### src/rtl/mtl_frame_writer.sv
// Packs the SPI RGB byte stream into {8'h00,R,G,B} words for the SDRAM write FIFO.
// Optional byte checksum enabled by defining MTL_WRITER_CHECKSUM_EN.
module mtl_frame_writer #(
  parameter int H_ACTIVE = 800,
  parameter int V_ACTIVE = 480,
  parameter int N_IMAGES = 1
) (
  input  logic        iCLK,
  input  logic        iRST_n,
  input  logic        iSTART,
  input  logic [7:0]  iBYTE,
  input  logic        iBYTE_VALID,
  input  logic        iFIFO_FULL,
  output logic [31:0] oWRITE_DATA,
  output logic        oWRITE_SDRAM_EN,
  output logic        oLoading,
  output logic        oFrameDone,
  output logic [3:0]  oImageIdx,
  output logic        oOverrun,
  output logic [15:0] oChecksum
);

  localparam int XW = (H_ACTIVE > 1) ? $clog2(H_ACTIVE) : 1;
  localparam int YW = (V_ACTIVE > 1) ? $clog2(V_ACTIVE) : 1;

  typedef enum logic [1:0] {IDLE, LOAD, DONE} state_t;

  state_t         state;
  state_t         state_next;
  logic [1:0]     phase;
  logic [7:0]     red;
  logic [7:0]     green;
  logic [23:0]    skid_data;
  logic           skid_valid;
  logic [XW-1:0]  x;
  logic [YW-1:0]  y;
  logic [3:0]     image;
  logic           last_seen;
  logic           overrun;
  logic           frame_done;

  logic loading;
  logic restart;
  logic accept;
  logic pixel_done;
  logic drain;
  logic finish;
  logic at_last;

  assign loading    = (state == LOAD);
  assign restart    = iSTART && !loading;
  assign accept     = loading && iBYTE_VALID && !last_seen;
  assign pixel_done = accept && (phase == 2'd2);
  assign drain      = loading && skid_valid && !iFIFO_FULL;
  // The skid always holds the final word once the last pixel is counted, so its drain ends the load.
  assign finish     = drain && last_seen;
  assign at_last    = (x == XW'(H_ACTIVE - 1)) && (y == YW'(V_ACTIVE - 1)) &&
                      (image == 4'(N_IMAGES - 1));

  always_ff @(posedge iCLK or negedge iRST_n) begin
    if (!iRST_n) state <= IDLE;
    else         state <= state_next;
  end

  always_comb begin
    state_next = state;
    case (state)
      IDLE:    if (iSTART) state_next = LOAD;
      LOAD:    if (finish) state_next = DONE;
      DONE:    if (iSTART) state_next = LOAD;
      default: state_next = IDLE;
    endcase
  end

  always_ff @(posedge iCLK or negedge iRST_n) begin
    if (!iRST_n) begin
      phase      <= 2'd0;
      red        <= 8'h00;
      green      <= 8'h00;
      skid_data  <= 24'h0;
      skid_valid <= 1'b0;
      x          <= '0;
      y          <= '0;
      image      <= 4'd0;
      last_seen  <= 1'b0;
      overrun    <= 1'b0;
      frame_done <= 1'b0;
    end else begin
      frame_done <= finish;
      if (restart) begin
        phase      <= 2'd0;
        skid_valid <= 1'b0;
        x          <= '0;
        y          <= '0;
        image      <= 4'd0;
        last_seen  <= 1'b0;
        overrun    <= 1'b0;
      end else if (loading) begin
        if (accept) begin
          case (phase)
            2'd0:    begin red   <= iBYTE; phase <= 2'd1; end
            2'd1:    begin green <= iBYTE; phase <= 2'd2; end
            default: phase <= 2'd0;
          endcase
        end
        if (pixel_done) begin
          if (!skid_valid || drain) begin
            skid_data  <= {red, green, iBYTE};
            skid_valid <= 1'b1;
          end else begin
            overrun <= 1'b1;
          end
        end else if (drain) begin
          skid_valid <= 1'b0;
        end
        // Counters track completed pixels, dropped or not, so geometry survives an overrun.
        if (pixel_done) begin
          if (at_last) begin
            last_seen <= 1'b1;
          end else if (x == XW'(H_ACTIVE - 1)) begin
            x <= '0;
            if (y == YW'(V_ACTIVE - 1)) begin
              y     <= '0;
              image <= image + 4'd1;
            end else begin
              y <= y + 1'b1;
            end
          end else begin
            x <= x + 1'b1;
          end
        end
      end
    end
  end

`ifdef MTL_WRITER_CHECKSUM_EN
  logic [15:0] sum;

  always_ff @(posedge iCLK or negedge iRST_n) begin
    if (!iRST_n)      sum <= 16'h0000;
    else if (restart) sum <= 16'h0000;
    else if (accept)  sum <= sum + {8'h00, iBYTE};
  end

  assign oChecksum = sum;
`else
  assign oChecksum = 16'h0000;
`endif

  assign oWRITE_DATA     = {8'h00, skid_data};
  assign oWRITE_SDRAM_EN = drain;
  assign oLoading        = loading;
  assign oFrameDone      = frame_done;
  assign oImageIdx       = image;
  assign oOverrun        = overrun;

endmodule

### config.mk
export PLATFORM = sky130hd
export DESIGN_NAME = mtl_frame_writer
export DESIGN_NICKNAME = d
export VERILOG_FILES = /design/src/rtl/mtl_frame_writer.sv
export SDC_FILE = /design/constraint.sdc
export NUM_CORES = 1
export LEC_CHECK = 0
export ABC_AREA = 1
export CORE_MARGIN = 2
export CORE_UTILIZATION = 50
export DETAILED_ROUTE_END_ITERATION = 16
export DONT_BUFFER_PORTS = 1
export GPL_TIMING_DRIVEN = 0
export PLACE_DENSITY = 0.67
export SLEW_MARGIN = 5
export SYNTH_ARGS = -nofsm -noshare
export SYNTH_HDL_FRONTEND = slang
export SYNTH_SLANG_ARGS = --single-unit
### constraint.sdc
create_clock -name iCLK -period 1.7 [get_ports iCLK]
set_input_delay 0.255 -clock iCLK [delete_from_list [all_inputs] [get_ports iCLK]]
set_output_delay 0.255 -clock iCLK [all_outputs]
set_load 0.01 [all_outputs]
## Word level (Yosys, flattened, before mapping)

Index checks and enable logic that the tools add are counted.

| word-level totals | value |
|---|---|
| RAM bits | 0 |
| logic and storage cells | 100 |
| memories | 0 |
| bits in latches | 0 |
| memory bits (read-only) | 0 |
| flip-flop bits (word level) | 71 |

| cells by class | value |
|---|---|
| reduce and logical (&&, ||, !) cells | 36 |
| eq/ne operators | 11 |
| multiplexer cells | 37 |
| div/mod/pow operators | 0 |
| shift operators | 0 |
| $add $sub $neg | 3 |
| $mul | 0 |
| bitwise gates (word level) | 1 |
| $lt $le $gt $ge | 0 |

Operators with widths:

| cell | number |
|---|---|
| 9-bit 2-to-1 mux | 6 |
| 10-bit 2-to-1 mux | 5 |
| 4-bit 2-to-1 mux | 6 |
| 4-bit AND reduction | 4 |
| 1-bit 2-to-1 mux | 13 |
| 3-bit AND reduction | 4 |
| 2-bit nonzero test | 6 |
| 10-bit by 1-bit adder with 10-bit output (second input constant) | 1 |
| 10-bit equality test (second input constant) | 1 |
| 2-bit 2-to-1 mux | 5 |
| 9-bit by 1-bit adder with 9-bit output (second input constant) | 1 |
| 9-bit equality test (second input constant) | 1 |
| 1-bit logical AND | 9 |
| 2-bit one-hot mux with 2 select lines | 2 |
| 5-bit AND reduction | 1 |
| 4-bit by 1-bit adder with 4-bit output (second input constant) | 1 |
| 2-bit by 1-bit equality test with 1-bit output (second input constant) | 2 |
| 2-bit equality test (second input constant) | 2 |
| 1-bit zero test | 4 |
| 2-bit zero test | 2 |
| 4-bit zero test | 1 |
| 2-bit by 1-bit != test with 1-bit output (second input constant) | 2 |
| 2-bit != test (second input constant) | 2 |
| 2-bit AND reduction | 2 |
| other kinds (5) | 5 |

## Logic depth before layout (Yosys ltp)

Gate-level depths: netlist (run 1).

| logic depth | value |
|---|---|
| depth after elaboration | 8 |
| mapped depth | 10 |

## Worst setup path before layout (run 1)

Ideal clock, no wire load.

| timing path | value |
|---|---|
| path kind | register to register |
| start point | reg x[0] |
| end point | reg x[3] |
| buffers on the path | 1 |
| stages on the path, launching flop included | 10 |
| setup time | 126 ps |
| data arrival time | 1498 ps |
| data required time | 1574 ps |
| clock period less this slack | 1624 ps |
| setup slack | 76 ps |
| path through | dfrtp_1 > ha_1 > nand2_2 > nor2_2 > nand3_1 > inv_2 > nand3_4 > nand2_4 > buf_8 > o21ai_0 |

| between the ends | value |
|---|---|
| cells in the longest elaborated chain, start to end | 6 |
| elaborated cells between the ends (all ways) | 11 |

Ends and longest elaborated chain:

| what | line | source |
|---|---|---|
| start: declaration | 35 | `logic [XW-1:0] x;` |
| start signal: assignment | 129 | `x <= x + 1'b1;` |
| 10-bit by 1-bit adder with 10-bit output or 10-bit equality test (tied branches) | 129, 57, 120 |  |
| 10-bit 2-to-1 mux | 120 | `end else if (x == XW'(H_ACTIVE - 1)) begin` |
| 10-bit 2-to-1 mux | 118 | `if (at_last) begin` |
| 10-bit 2-to-1 mux | 117 | `if (pixel_done) begin` |
| 10-bit 2-to-1 mux | 98 | `end else if (loading) begin` |
| 10-bit 2-to-1 mux | 90 | `if (restart) begin` |

Parallel ways exist; a longest one is shown, timed or not. The select of a mux whose other input is x is not followed.
A chain may end at the register's enable or synchronous reset.

## Worst setup path in the final report (run 1)

| timing path | value |
|---|---|
| start point | reg y[0] |
| end point | reg y[1] |

| between the ends | value |
|---|---|
| cells in the longest elaborated chain, start to end | 7 |
| elaborated cells between the ends (all ways) | 12 |

Ends and longest elaborated chain:

| what | line | source |
|---|---|---|
| start: declaration | 36 | `logic [YW-1:0] y;` |
| start signal: assignment | 126 | `y <= y + 1'b1;` |
| 9-bit by 1-bit adder with 9-bit output or 9-bit equality test (tied branches) | 126, 57, 122 |  |
| 9-bit 2-to-1 mux | 122 | `if (y == YW'(V_ACTIVE - 1)) begin` |
| 9-bit 2-to-1 mux | 120 |  |
| 9-bit 2-to-1 mux | 118 |  |
| 9-bit 2-to-1 mux | 117 |  |
| 9-bit 2-to-1 mux | 98 |  |
| 9-bit 2-to-1 mux | 90 |  |

Parallel ways exist; a longest one is shown, timed or not. The select of a mux whose other input is x is not followed.

==> flow_metrics.py, run 1 <==
metrics = {
    "timing": {
        "timing.final.crit_share_pct": 98.9,
        "grt_setup_unrepaired": "true",
        "finalWorstPathRequiredPeriod_ns": 1.68,
        "finalSetupViolCount": 0,
        "clock_skew_ns": 0.00884,
        "finalSetupTns_ns": 0,
        "finalHoldViolCount": 71,
        "final_report_max_slew_violation_count": 0,
        "achievable-frequency_mhz": 595,
        "hold_slack_ns": -0.416,
    },
    "critical_path": {
        "cp_slowest_stage_delay_ns": 0.40,
        "worst_path_most_repeated_cell": "sky130_fd_sc_hd__nand3_4",
        "cp.required_ns": 1.94,
        "timing.critical_path.max_delay_family": "simple AND/OR/NAND/NOR gates",
        "worst_ep_arrival_time_ns": 1.93,
        "critical_path.cell_chain": "ha_4, nand3_4, nor2_4, nand2_4, nor2_8, nand3_4, nand2_8, clkbuf_16, o21ai_2",
        "crit_path_capture_type": "flop",
        "timing_worst_setup_path_type": "reg -> reg",
        "cp_slowest_cell": "sky130_fd_sc_hd__dfrtp_1",
        "start_kind": "flop",
        "setup.reg_to_reg.worst_slack_ns": 0.02,
        "cp_max_fo": 7,
        "cp.buffers_inverters": 1,
    },
    "global_route": {
        "grt_antenna_before_repair": 0,
        "grt_first_pass_wirelength_um": 11800,
        "grt_overflow_total": 0,
        "grt_use_total_pct": 19.8,
        "grt_start_max_net_pins": 72,
        "number_of_global_route_vias_before_repair": 2461,
    },
    "detailed_routing": {
        "postRouteWirelength_um": 7910,
        "detail-route-antenna-nets": 0,
        "route.detailed.drc": 0,
        "drt_first_iter_violations": 205,
        "viasPerCell": 5.01,
        "dr.pass1.iters": 4,
        "detailroute.via_count": 2764,
        "route.detailed.wl_per_inst_um": 14.3,
    },
    "clocking": {
        "clkTransAtPathRegs_ns": 0.08,
        "cts_max_path_buffers": 2,
        "tritoncts.num_buffers": 9,
        "h-tree-depth": 3,
        "cts_tree": "built",
        "numClockSinks": 71,
        "clock_insertion_delay_worst_skew_ns": 0.35,
        "clockRootBuffer": "sky130_fd_sc_hd__clkbuf_8",
    },
    "floorplanning": {
        "io-pin-count": 69,
        "floorplan_core_area_mm2": 0.00687,
        "chipHeight_um": 88.8,
        "die_x_um": 88.8,
        "die_footprint_mm2": 0.00788,
        "initial_cell_density_of_the_core_pct": 52.3,
        "num_rows": 30,
    },
    "power_and_ir_drop": {
        "pwr_density_cell_mw_per_mm2": 1430,
        "power_frac_comb_pct": 30.6,
        "vdd_drop_max_v": 0.000717,
        "internal-power_w": 0.00390,
        "power.net_switching_w": 0.00236,
        "power.sequential.fraction_pct": 46.8,
        "power.total_w": 0.00627,
        "clock_power_share_pct": 22.6,
        "leakage_nw": 2.23,
        "sw_frac_of_total_pct": 37.7,
    },
    "placed_design": {
        "hpwl_um": 4900,
        "placedCellCount": 508,
        "globalplace.congestion": 0.843,
        "port-buffer-count": 0,
    },
    "synthesis": {
        "synth-seq-area-share_pct": 49.4,
        "per_instance_average_area_after_synthesis_um2": 9.24,
        "count_of_unique_library_cells_instantiated_by_yosys": 36,
        "yosys_register_bits": 71,
        "netlist_instances": 389,
        "synthesis.area_mm2": 0.00359,
        "ys_warn_count": 0,
    },
    "hold_path": {
        "worstHoldPathType": "in -> async",
    },
    "run_status": {
        "outcome": "complete, but fails checks",
        "violations_in_the_final_reports": "negative hold slack",
    },
    "cells_and_area": {
        "fin_nets": 468,
        "layout.cells.most_common": "sky130_fd_sc_hd__nand2_1",
        "instances_no_fill": 552,
        "final_cell_mix": "sky130_fd_sc_hd__nand2_1, sky130_fd_sc_hd__dfrtp_1, sky130_fd_sc_hd__buf_4",
        "layout-drive-gt1-share_pct": 27.9,
        "area_growth_syn_to_layout_pct": 21.8,
        "final_core_utilization_pct": 63.7,
        "n_antenna_cell": 0,
    },
    "run": {
        "number_of_max_cap_violations": 0,
    },
}
[per-layer routing]
metal	global-route usage [%]	up-vias	share of wire, %
met1	27.2	1329	45
met2	30.6	74	49
met4	6.61	0	1.3
li1	-	1350	-
met5	0	-	0
met3	5.32	11	4.1
[worst paths after layout]
| kind | startpoint | endpoint | cells after the start |
|---|---|---|---|
| max in group asynchronous | iRST_n | x[0] | 0 |
| worst min-delay path | iRST_n | state[0] | 0 |
| min in group iCLK | iBYTE[6] | green[6] | 2 |
| worst min register to register | green[6] | green[6] | 2 |
| worst max-delay path | y[0] | y[1] | 9 |
| worst max register to register | y[0] | y[1] | 9 |
[logic make-up (layout without fill, tap and decap cells)]
kind of cell / after synthesis / in the layout / share of synthesized area (%)
muxes: 16 / 16 / 5.01
AOI/OAI and AO/OA: 57 / 57 / 9.29
other: 1 / 24 / 0.104
adders and majority gates: 4 / 4 / 1.39
buffers and inverters: 75 / 118 / 11.3
DFF: 71 / 71 / 49.4
xor gates and xnor gates: 3 / 3 / 0.731
and+or+nand+nor: 162 / 163 / 22.7
[registers in the layout, indices dropped and copies added, names as in the netlist]
| name | count |
|---|---|
| skid_data | 24 |
| x | 10 |
| y | 9 |
| green | 8 |
| red | 8 |
| oImageIdx | 4 |
| phase | 2 |
| state | 2 |
| last_seen | 1 |
| oFrameDone | 1 |
| oOverrun | 1 |
| skid_valid | 1 |
[synthesized netlist by cell type (all sizes together)]
| cell | number | area share (%) |
|---|---|---|
| mux2 | 16 | 5.0 |
| xor2 | 2 | 0.49 |
| nand2 | 93 | 11 |
| xnor2 | 1 | 0.24 |
| a31o | 1 | 0.24 |
| clkbuf | 4 | 0.45 |
| dfrtp | 71 | 49 |
| o21ai | 49 | 7.4 |
| or2 | 4 | 0.70 |
| inv | 42 | 4.4 |
| buf | 29 | 6.5 |
| a31oi | 1 | 0.17 |
| a21oi | 2 | 0.28 |
| nand3 | 19 | 3.3 |
| conb | 1 | 0.10 |
| nor2 | 24 | 4.1 |
| ha | 4 | 1.4 |
| nand3b | 3 | 0.63 |
| o21bai | 4 | 1.1 |
| nand4 | 19 | 3.3 |
[repair_timing]
item	4_1_cts	5_1_grt
hold endpoints to repair	71	71
pin swaps	4	7
buffers inserted	10	15
setup endpoints to repair	56	62
gates cloned	0	3
resized for setup	13	24
[power by group through the flow]
stage | registers [W] | clock network, W | logic, W
finish | 0.00293 | 0.00142 | 0.00192
global route | 0.00302 | 0.00151 | 0.00217
CTS | 0.00292 | 0.00144 | 0.00173
detailed placement | 0.00297 | 0 | 0.00154
global placement | 0.00294 | 0 | 0.00148
floorplan | 0.00282 | 0 | 0.00128
[final cells by class]
type	count	area, um^2
sequential	71	1780
fill	548	2490
inverter	42	163
clock inverter	6	67.6
timing repair buffer	27	241
multi-input combinational	267	1600
clock buffer	10	138
buffer	33	262
tap	96	120
[per-stage QoR]
stage                     setup WS (ns)  area [um^2]
after floorplan                  0.0757         3680
after global placement           -0.156         3800
after detailed placement         -0.209         3800
after CTS                     -0.000865         4140
after global routing             -0.101         4380
final                            0.0181         4380
Power figures use the tool's default switching activity.
==> inputs of run 2 (changes only) <==
--- a/config.mk
+++ b/config.mk
@@ -7,11 +7,10 @@
 export LEC_CHECK = 0
 export ABC_AREA = 1
 export CORE_MARGIN = 2
-export CORE_UTILIZATION = 50
+export CORE_UTILIZATION = 47
 export DETAILED_ROUTE_END_ITERATION = 16
-export DONT_BUFFER_PORTS = 1
 export GPL_TIMING_DRIVEN = 0
-export PLACE_DENSITY = 0.67
+export PLACE_DENSITY = 0.75
 export SLEW_MARGIN = 5
 export SYNTH_ARGS = -nofsm -noshare
 export SYNTH_HDL_FRONTEND = slang
==> run 2 against run 1 <==
Count of clock-buffer cells in the layout is the same. Register-to-register slack barely moved. Non-clock buffer count up 38. Maximum frequency down 0.30%. Die area increased by 6.1%. Via count is 5.0% higher. Critical path type unchanged. The flow now finishes without violations.
==> flow_metrics.py, run 2 (same netlist as run 1, synthesis figures left out) <==
metrics = {
    "timing": {
        "finalSetupViolCount": 0,
        "finalWorstPathRequiredPeriod_ns": 1.69,
        "hold_slack_ns": 0.345,
        "timing.final.crit_share_pct": 99.2,
        "finalHoldViolCount": 0,
        "clock_skew_ns": 0.00796,
        "achievable-frequency_mhz": 593,
        "setup_slack_ns": 0.0130,
        "grt_setup_unrepaired": "true",
        "final_report_max_slew_violation_count": 0,
    },
    "critical_path": {
        "timing_worst_setup_path_type": "reg -> reg",
        "start_kind": "flop",
        "timing.critical_path.max_delay_family": "simple AND/OR/NAND/NOR gates",
        "cp_slowest_cell": "sky130_fd_sc_hd__dfrtp_1",
        "crit_path_capture_type": "flop",
        "critical_path.cell_chain": "ha_4, nand3_4, nor2_4, nand2_4, nor2_8, nand3_4, nand2_8, buf_12, o21ai_1",
        "worst_ep_arrival_time_ns": 1.92,
        "cp.buffers_inverters": 1,
        "cp_max_fo": 10,
        "cp.required_ns": 1.93,
        "cp_slowest_stage_delay_ns": 0.42,
        "worst_path_most_repeated_cell": "sky130_fd_sc_hd__nand3_4",
    },
    "hold_path": {
        "worstHoldPathType": "in -> async",
    },
    "clocking": {
        "clkTransAtPathRegs_ns": 0.08,
        "tritoncts.num_buffers": 9,
        "h-tree-depth": 3,
        "cts_max_path_buffers": 2,
        "clock_insertion_delay_worst_skew_ns": 0.35,
        "numClockSinks": 71,
        "clockRootBuffer": "sky130_fd_sc_hd__clkbuf_8",
        "cts_tree": "built",
    },
    "placed_design": {
        "placement.cell_area_mm2": 0.00427,
        "place_ws_ns": -0.307,
        "hpwl_um": 5190,
        "globalplace.congestion": 0.824,
        "port-buffer-count": 44,
    },
    "floorplanning": {
        "die_x_um": 91.5,
        "floorplan_core_area_mm2": 0.00733,
        "initial_cell_density_of_the_core_pct": 49.0,
        "num_rows": 31,
        "io-pin-count": 69,
        "chipHeight_um": 91.5,
        "die_footprint_mm2": 0.00836,
    },
    "detailed_routing": {
        "detail-route-antenna-nets": 0,
        "route.detailed.drc": 0,
        "route.detailed.wl_per_inst_um": 13.3,
        "drt_first_iter_violations": 217,
        "postRouteWirelength_um": 7850,
        "dr.pass1.iters": 4,
        "detailroute.via_count": 2903,
        "viasPerCell": 4.90,
    },
    "power_and_ir_drop": {
        "pwr_density_cell_mw_per_mm2": 1470,
        "vdd_drop_max_v": 0.000710,
        "leakage_nw": 2.38,
    },
    "global_route": {
        "grt_start_max_net_pins": 48,
        "number_of_global_route_vias_before_repair": 2796,
        "grt_first_pass_wirelength_um": 13300,
        "grt_use_total_pct": 19.6,
        "grt_antenna_before_repair": 0,
        "grt_overflow_total": 0,
    },
    "cells_and_area": {
        "final_cell_area_mm2": 0.00480,
        "layout-drive-gt1-share_pct": 25.4,
        "layout.filler_cells": 573,
        "largest_register": "skid_data",
        "fin_nets": 505,
        "layout.cells.most_common": "sky130_fd_sc_hd__nand2_1",
        "n_antenna_cell": 0,
        "area_growth_syn_to_layout_pct": 33.4,
        "largest_register_ffs": 24,
        "reg.largest.list": "skid_data: 24 flops, x: 10 flops, y: 9 flops",
        "final_cell_mix": "sky130_fd_sc_hd__nand2_1, sky130_fd_sc_hd__dfrtp_1, sky130_fd_sc_hd__buf_4",
    },
    "run_status": {
        "outcome": "finished, final reports clean",
    },
    "run": {
        "number_of_max_cap_violations": 0,
    },
}
## run 2: changes by cell type in the layout (fill, tap and decap cells not counted), sizes merged
cell           delta
nand2             -1
bufinv            +1
buf               -4
clkbuf            -2
clkinv            -1
dlygate4sd3       +1
dlygate4sd2       +2
clkdlybuf4s50    +41
## run 2: report_power, final
part	switching [W]	internal (W)	total (W)
sequential	0.000442	0.00231	0.00275
clock	0.000690	0.000837	0.00153
combinational	0.00136	0.00141	0.00278
total	0.00250	0.00456	0.00705
## run 2: through the flow
step	TNS, ns	instances	total power (W)	utilization [%]
3_5_place_dp	-12.93	556	0.00517	58.3
3_3_place_gp	-156.15	555	0.00506	57.9
2_1_floorplan	0	412	0.00410	-
5_1_grt	-1.53	592	0.00752	65.4
4_1_cts	-0.00535	585	0.00692	63.5
6_report	0	592	0.00705	65.4
## run 2: per-layer routing
layer	GRT usage, %	vias up	wire length (um)
met5	0	-	0
met4	5.30	0	84
met3	4.90	8	439
met2	32.0	83	3870
met1	26.0	1391	3450
li1	-	1421	-
## run 2: repair_timing
action / 4_1_cts / 5_1_grt
endpoints found under the setup margin: 31 / 56
gates resized for setup: 15 / 26
hold buffers: 1 / 0
pin swaps: 5 / 5
cloned: 0 / 1
buffers inserted: 12 / 6
endpoints found under the hold margin: 24 / 0
## run 2: final cells by class
class | instances | area, um^2 | share of cell area, %
timing repair buffer | 65 | 646 | 13.5
clock inverter | 6 | 92.6 | 1.93
sequential | 71 | 1780 | 37.1
buffer | 33 | 255 | 5.32
multi-input combinational | 266 | 1610 | 33.6
tap | 99 | 124 | 2.58
inverter | 42 | 160 | 3.34
clock buffer | 10 | 128 | 2.66
## run 2: final timing paths
| path | from | endpoint | slack, ns | cells past startpoint |
|---|---|---|---|---|
| max in group asynchronous | iRST_n | state[1] | 0.81 | 3 |
| worst min-delay path | iRST_n | y[3] | 0.34 | 2 |
| worst max register to register | y[1] | y[6] | 0.01 | 9 |
| worst min register to register | green[3] | green[3] | 0.48 | 2 |
| min in group iCLK | green[3] | green[3] | 0.48 | 2 |
| worst max-delay path | y[1] | y[6] | 0.01 | 9 |
